==> src/rtl/rv32i_core_pkg.sv <==
// rv32i_core_pkg: shared core types and constants for the writeback path
package rv32i_core_pkg;
    localparam int unsigned XLEN = 32;
    localparam int unsigned WB_MAX_WAIT_DEFAULT = 4;
    typedef enum logic [1:0] {
        LSU_B = 2'b00,
        LSU_H = 2'b01,
        LSU_W = 2'b10
    } lsu_size_e;
    typedef struct packed {
        logic [4:0]      rd_addr;
        logic [XLEN-1:0] wdata;
    } wb_req_t;
endpackage

==> src/rtl/rv32i_load_formatter.sv <==
// rv32i_load_formatter: selects the addressed byte/half of a load word and extends it
module rv32i_load_formatter
    import rv32i_core_pkg::*;
#(
    parameter int unsigned XLEN_P = XLEN
) (
    input  logic [XLEN_P-1:0] raw,
    input  logic [1:0]        size,
    input  logic              is_unsigned,
    input  logic [1:0]        byte_off,
    output logic [XLEN_P-1:0] result
);
    logic [7:0]  b;
    logic [15:0] h;
    // byte_off[0] is ignored for halves; misaligned halves never reach here
    assign b = raw[{byte_off, 3'b000} +: 8];
    assign h = raw[{byte_off[1], 4'b0000} +: 16];
    always_comb begin
        result = raw;
        if (size == LSU_B)
            result = {{(XLEN_P-8){b[7] & ~is_unsigned}}, b};
        else if (size == LSU_H)
            result = {{(XLEN_P-16){h[15] & ~is_unsigned}}, h};
    end
endmodule

==> src/rtl/rv32i_writeback_unit.sv <==
// rv32i_writeback_unit: arbitrates ALU and load results onto the single register file write port
module rv32i_writeback_unit
    import rv32i_core_pkg::*;
#(
    parameter int unsigned XLEN_P     = XLEN,
    parameter int unsigned MAX_WAIT_P = WB_MAX_WAIT_DEFAULT
) (
    input  logic              clk_i,
    input  logic              rst_i,
    input  logic              alu_valid_i,
    output logic              alu_ready_o,
    input  logic [4:0]        alu_rd_addr_i,
    input  logic [XLEN_P-1:0] alu_wdata_i,
    input  logic              lsu_valid_i,
    output logic              lsu_ready_o,
    input  logic [4:0]        lsu_rd_addr_i,
    input  logic [XLEN_P-1:0] lsu_rdata_i,
    input  logic [1:0]        lsu_size_i,
    input  logic              lsu_unsigned_i,
    input  logic [1:0]        lsu_byte_off_i,
    output logic              rd_we_o,
    output logic [4:0]        rd_addr_o,
    output logic [XLEN_P-1:0] rd_wdata_o
);
    logic [3:0]        wait_cnt;
    logic              alu_pri;
    logic              grant;
    logic              wr;
    logic [XLEN_P-1:0] ld_data;
    wb_req_t           req;

    rv32i_load_formatter #(.XLEN_P(XLEN_P)) u_fmt (
        .raw         (lsu_rdata_i),
        .size        (lsu_size_i),
        .is_unsigned (lsu_unsigned_i),
        .byte_off    (lsu_byte_off_i),
        .result      (ld_data)
    );

    // LSU wins contention until the ALU has been held MAX_WAIT_P cycles
    assign alu_pri     = wait_cnt >= 4'(MAX_WAIT_P);
    assign alu_ready_o = !rst_i && alu_valid_i && (!lsu_valid_i || alu_pri);
    assign lsu_ready_o = !rst_i && lsu_valid_i && !(alu_valid_i && alu_pri);
    assign grant       = alu_ready_o || lsu_ready_o;
    assign req         = alu_ready_o ? wb_req_t'{alu_rd_addr_i, alu_wdata_i}
                                     : wb_req_t'{lsu_rd_addr_i, ld_data};
    assign wr          = grant && (req.rd_addr != 5'd0);

    always_ff @(posedge clk_i) begin
        if (rst_i) begin
            rd_we_o    <= 1'b0;
            rd_addr_o  <= '0;
            rd_wdata_o <= '0;
            wait_cnt   <= '0;
        end else begin
            rd_we_o <= wr;
            if (wr) begin
                rd_addr_o  <= req.rd_addr;
                rd_wdata_o <= req.wdata;
            end
            wait_cnt <= (!alu_valid_i || alu_ready_o) ? 4'd0
                      : (lsu_ready_o && wait_cnt != 4'hF) ? wait_cnt + 4'd1 : wait_cnt;
        end
    end
endmodule

==> config.mk <==
export PLATFORM = sky130hd
export DESIGN_NAME = rv32i_writeback_unit
export DESIGN_NICKNAME = d
export VERILOG_FILES = /design/src/rtl/rv32i_core_pkg.sv /design/src/rtl/rv32i_load_formatter.sv /design/src/rtl/rv32i_writeback_unit.sv
export SDC_FILE = /design/constraint.sdc
export NUM_CORES = 1
export LEC_CHECK = 0
export ABC_AREA = 1
export CAP_MARGIN = 0
export CORE_AREA = 8 8 93 95
export CTS_CLUSTER_DIAMETER = 100
export DETAILED_ROUTE_END_ITERATION = 10
export DIE_AREA = 0 0 101 103
export PLACE_DENSITY_LB_ADDON = 0.2
export SETUP_SLACK_MARGIN = 0.15
export SLEW_MARGIN = 20
export SYNTH_ARGS = -nofsm -noshare
export SYNTH_HDL_FRONTEND = slang
export SYNTH_SLANG_ARGS = --single-unit
==> constraint.sdc <==
create_clock -name clk_i -period 2.34 [get_ports clk_i]
set_clock_uncertainty 0.15 [all_clocks]
set_input_delay 0.351 -clock clk_i [delete_from_list [all_inputs] [get_ports clk_i]]
set_output_delay 0.351 -clock clk_i [all_outputs]
set_load 0.03 [all_outputs]
# After elaboration in Yosys (flattened, before gate mapping)
# Cells that the tools add are included.
# Widths: inputs -> output; s select.
dict set report word_totals {
  word_cells 33
  inputBits 83
  ff_bits 42
  out_inout_bits 40
}
dict set report classes {
  n_bitwise 3
  addsub 1
  reduce_logical 17
  eq_ne 2
  shifts 2
  muxes 3
  n_lt_le_gt_ge 1
}
# cell count
set op_table {}
lappend op_table {{$mux 32} 2}
lappend op_table {{$mux 37} 1}
lappend op_table {{$shiftx 32x6->16} 1}
lappend op_table {{$shiftx 32x6->8} 1}
lappend op_table {{$logic_and 1x1->1} 7}
lappend op_table {{$reduce_bool 5->1} 1}
lappend op_table {{$add 4x1->4 const B} 1}
lappend op_table {{$ge 4x3->1 const B} 1}
lappend op_table {{$logic_not 1->1} 4}
lappend op_table {{$ne 4x4->1 const B} 1}
lappend op_table {{$logic_or 1x1->1} 3}
lappend op_table {{$and 1x1->1} 2}
lappend op_table {{$eq 2x1->1 const B} 1}
lappend op_table {{$logic_not 2->1} 1}
lappend op_table {{$reduce_or 2->1} 1}
lappend op_table {{$not 1->1} 1}

# Depth between registers and ports, before layout
dict set report depth {
  depth_word 7
  mapped_depth 13
  mapped_depth_nobuf 11
}

# Cells and area by module
# From an unflattened synthesis, not the netlist that was laid out.
dict set report unflattened {
  hier_cells 632
  hier_area_um2 3527.1
}
# mod area_per_inst_um2 seq_area_each_um2 cells_each instances
set by_module_without_submodules {}
lappend by_module_without_submodules {rv32i_writeback_unit 2419.8 840.8 386 1}
lappend by_module_without_submodules {rv32i_load_formatter 1107.3 0.0 246 1}

# Worst setup path after synthesis
# Ideal clock, no wire load.
dict set report synth_path {
  path_type {register to register}
  startpoint {register wait_cnt[3]}
  endpoint {register rd_wdata_o[1]}
  t_required_ns 2.078
  path_slack_ns 0.399
  arrival_time_ns 1.679
  stages_incl_launch_ff 10
  synth_period_minus_slack_ns 1.941
  n_path_buf 1
  setup_time_ns 0.112
  cell_sequence {dfxtp_1 > nor2_1 > nand2_2 > a21oi_2 > nor2_1 > inv_1 > clkbuf_1 > nand3_1 > nand2_1 > nor2_1}
}
dict set report synth_between {
  elab_chain_cells 6
  word_cells_on_any_way 10
  classes_between {order compare (1); mux (1); reduce/logical (8)}
}
# item line
set synth_rtl {}
lappend synth_rtl {{start: declaration} rv32i_writeback_unit.sv:25} ;# logic [3:0] wait_cnt;
lappend synth_rtl {{start signal: assignment} rv32i_writeback_unit.sv:61} ;# wait_cnt <= (!alu_valid_i || alu_ready_o) ? 4'd0
lappend synth_rtl {{$ge 4x3->1} rv32i_writeback_unit.sv:41} ;# assign alu_pri = wait_cnt >= 4'(MAX_WAIT_P);
lappend synth_rtl {{$logic_and 1x1->1} rv32i_writeback_unit.sv:43} ;# assign lsu_ready_o = !rst_i && lsu_valid_i && !(alu_valid_i && alu_pri);
lappend synth_rtl {{$logic_not 1->1} rv32i_writeback_unit.sv:43}
lappend synth_rtl {{$logic_and 1x1->1} rv32i_writeback_unit.sv:43}
lappend synth_rtl {{via lsu_ready_o} rv32i_writeback_unit.sv:15} ;# output logic lsu_ready_o,
lappend synth_rtl {{$logic_or 1x1->1} rv32i_writeback_unit.sv:44} ;# assign grant = alu_ready_o || lsu_ready_o;
lappend synth_rtl {{$logic_and 1x1->1} rv32i_writeback_unit.sv:47} ;# assign wr = grant && (req.rd_addr != 5'd0);
lappend synth_rtl {{end signal: assignment} rv32i_writeback_unit.sv:59} ;# rd_wdata_o <= req.wdata;
lappend synth_rtl {{end: declaration} rv32i_writeback_unit.sv:23} ;# output logic [XLEN_P-1:0] rd_wdata_o
# The timed path passes the listed nets, and every way through them passes these cells.
# A chain may end at the register's enable or synchronous reset.

# Final worst setup path
dict set report layout_path {
  startpoint {input port alu_valid_i}
  endpoint {register rd_wdata_o[13]}
}
dict set report layout_between {
  elab_chain_cells 5
  word_cells_on_any_way 9
  classes_between {mux (1); reduce/logical (8)}
}
# item line
set layout_rtl {}
lappend layout_rtl {{start: declaration} rv32i_writeback_unit.sv:10} ;# input logic alu_valid_i,
lappend layout_rtl {{$logic_and 1x1->1, on equally long branches} {rv32i_writeback_unit.sv:42, rv32i_writeback_unit.sv:43}}
lappend layout_rtl {{$logic_and 1x1->1 / $logic_not 1->1 (equally long branches)} {rv32i_writeback_unit.sv:42, rv32i_writeback_unit.sv:43}}
lappend layout_rtl {{$mux 37 / $logic_and 1x1->1 (equally long branches)} {rv32i_writeback_unit.sv:45, rv32i_writeback_unit.sv:43}}
lappend layout_rtl {{$reduce_bool 5->1 / $logic_or 1x1->1 (equally long branches)} {rv32i_writeback_unit.sv:47, rv32i_writeback_unit.sv:44}}
lappend layout_rtl {{$logic_and 1x1->1} rv32i_writeback_unit.sv:47}
# Several ways; a longest one is shown, not always the timed one.

==> summary.txt <==
run status: completed
FF/Latch Area: 841 µm²
# DRC: 0
syn avg cell area: 5.64 µm²
Fillers: 690
CTS tree: done
dpl ws: -0.209 ns
Core Footprint: 7140 µm²
number of nets in the layout: 762
vias in the first global route: 3670
gp weighted congestion: 0.960
P&R area growth vs syn: 53.6%
static leakage: 2.32 nW
largest net degree at the start of global routing: 62
switching power: 0.835 mW
clock latency on the worst-skew pair: 0.30 ns
vias per inst: 4.86
Die ar.: 10400 µm²
crit path launch type: input pin
WP data arrival: 2.16 ns
DP Area: 4500 µm²
Final Cycle Share: 89.9%
Yosys reg bits: 42
final worst slack: 0.236 ns
post-synthesis cell type count: 29
Post-Syn Area: 3070 µm²
gr usage total: 21.5%
yosys warns: 0
initial core utilization: 43.0%
internal power: 1.44 mW
Clk pin slew, worst setup/hold paths: 0.09 ns
post-route minimum period: 2.10 ns
design area: 4710 µm²
Worst Setup End Kind: flop
final setup fails: 0
CP Class: input pin to flop
Peak VDD IR: 0.223 mV
Buffers on Ports: 122
Final Core Density: 66.0%
Hold Path Class: flop to flop
clock buffer depth: 2
fin cells: 778
clock root buffer: clkbuf_8
R2R Setup Slk: 0.42 ns
number of diodes: 0
register share of total power: 35.9%
via count: 3778
Final Hold Viols: 0
Max-Cap Viols: 0
Die W: 101 µm
Max Slew Vio Count: 0
CP required: 2.39 ns
Die Y: 103 µm
Detailed Routing Iterations Pass 1: 4
Highest Clock Rate: 475 MHz
1st-iter DRT viols: 109
Comb pwr share: 42.1%
number of routed nets with antenna violations: 0
initial antenna violation count: 0
Switching Fraction: 36.7%
dpl hpwl: 8680 µm
share of layout cells above drive strength 1: 11.6%
Mapped Nets: 628
IO Count: 123
clock share of power: 22.0%
Crit Path Max Fanout: 7
Post-Synthesis Cells: 544
H-tree Lvls: 2
Rows: 31
first-pass GRT wire length: 17900 µm
sequential area share after synthesis: 27.4%
RSZ-0062 raised after global routing: false
TritonCTS Buffers: 5
placed insts: 763
Clock Sinks: 42
area of the multi-input gates: 1790 µm²
Final Hold Slack: 0.330 ns
total congestion overflow: 0
drt wl/cell: 14.5 µm
Power per Cell Area: 483 nW/µm²
WL final: 11300 µm
-- metal layers --
metal  GRT usage, %  vias to the layer above  share of wire (%)  wire length, µm
li1               -                     1929                  -                -
met1           25.8                     1688                 42             4710
met2           38.0                      139                 50             5580
met3           4.25                       22                6.6              747
met4           5.84                        0                2.0              223
met5              0                        -                  0                0
-- critical path: stages --
cell and delay [ns]:
clkdlybuf4s50_1 0.47, inv_2 0.06, nor2_4 0.13, buf_4 0.14, nand3b_1 0.09, nand2_2 0.11
nand3_2 0.09, o21bai_4 0.25, buf_4 0.17, clkinvlp_4 0.14, nor2_1 0.11, nor2_1 0.05
-- final cells by class --
cell class              instances  share of cell area, %
clock buffers                   5                   1.46
clock inverters                 3                  0.505
inverters                      75                   6.06
multi-input cells             397                   38.1
flip-flops and latches         42                   17.9
well taps                      99                   2.63
repair buffers                156                   33.2
repair inverters                1                  0.159
-- cell usage in the layout (no fill, tap or decap), drive strengths merged, types with 5 or more instances in the layout --
master           n
a31oi            6
nor2           114
clkdlybuf4s50  120
nand2          157
a21oi           22
inv             73
o211ai           5
buf             34
or2             10
nand3           55
o21ai           19
clkbuf           7
dfxtp           42
-- flip-flops by register name, summed over array words and instances (netlist names) --
signal      cells
rd_wdata_o     32
wait_cnt        4
rd_we_o         1
rd_addr_o       5
-- cell usage after synthesis --
cell type  number  area, µm²
nand2_1       146        548
nor2_1        113        424
inv_1          73        274
nand3_1        54        270
dfxtp_1        42        841
a21oi_1        21        105
o21ai_0        18       90.1
clkbuf_1       16       60.1
or2_2          10       62.6
nand2_2         8       50.1
buf_2           7       35.0
a31oi_1         6       37.5
buf_6           6       67.6
o211ai_1        5       37.5
nand2_4         3       33.8
clkinv_1        2       7.51
nand3b_1        2       15.0
a21boi_0        1       7.51
a21oi_2         1       8.76
buf_4           1       7.51
conb_1          1       3.75
ha_1            1       12.5
mux2i_1         1       10.0
nand3_2         1       10.0
nand4_1         1       6.26
nor2_4          1       11.3
nor3_1          1       5.00
o21ai_1         1       5.00
o21bai_4        1       18.8
-- cell families after synthesis --
family / Yosys count / share of synthesized area, %
multiplexers: 1 / 0.327
adder cells (fa/ha/maj): 1 / 0.408
AO/OA/AOI/OAI: 54 / 10.1
other: 1 / 0.122
flip-flops: 42 / 27.4
AND/OR/NAND/NOR: 340 / 46.9
buffers and inverters: 105 / 14.7
-- through the flow --
step | setup TNS, ns | power (mW)
floorplan | 0 | 1.35
global placement | -2.09 | 1.74
detailed placement | -3.04 | 1.75
CTS | 0 | 2.25
global route | 0 | 2.41
finish | 0 | 2.28
-- path summary, 6_finish.rpt --
kind                            cells past startpoint                  startpoint                          end
worst max-delay path                               12                 alu_valid_i  rd_wdata_o[13]$_SDFFE_PP0P_
worst max register to register                     11    wait_cnt[2]$_SDFFE_PP0P_  rd_wdata_o[13]$_SDFFE_PP0P_
worst min register to register                      2  rd_wdata_o[3]$_SDFFE_PP0P_   rd_wdata_o[3]$_SDFFE_PP0P_
worst min-delay path                                2  rd_wdata_o[3]$_SDFFE_PP0P_   rd_wdata_o[3]$_SDFFE_PP0P_
-- power groups by stage --
stage / clock network (mW) / registers [mW] / logic (mW)
after floorplan: 0 / 0.962 / 0.386
after global placement: 0 / 0.832 / 0.909
after detailed placement: 0 / 0.834 / 0.916
after CTS: 0.510 / 0.818 / 0.920
after global routing: 0.541 / 0.825 / 1.05
final: 0.500 / 0.817 / 0.958
-- what timing repair did --
action                                  in CTS  in global routing
pin swaps                                    0                  3
cloned                                       0                  3
hold buffers                                 0                  0
setup buffers                                0                  4
gates resized for setup                      1                 12
endpoints found under the setup margin       7                 28
Power figures use the tool's default switching activity.
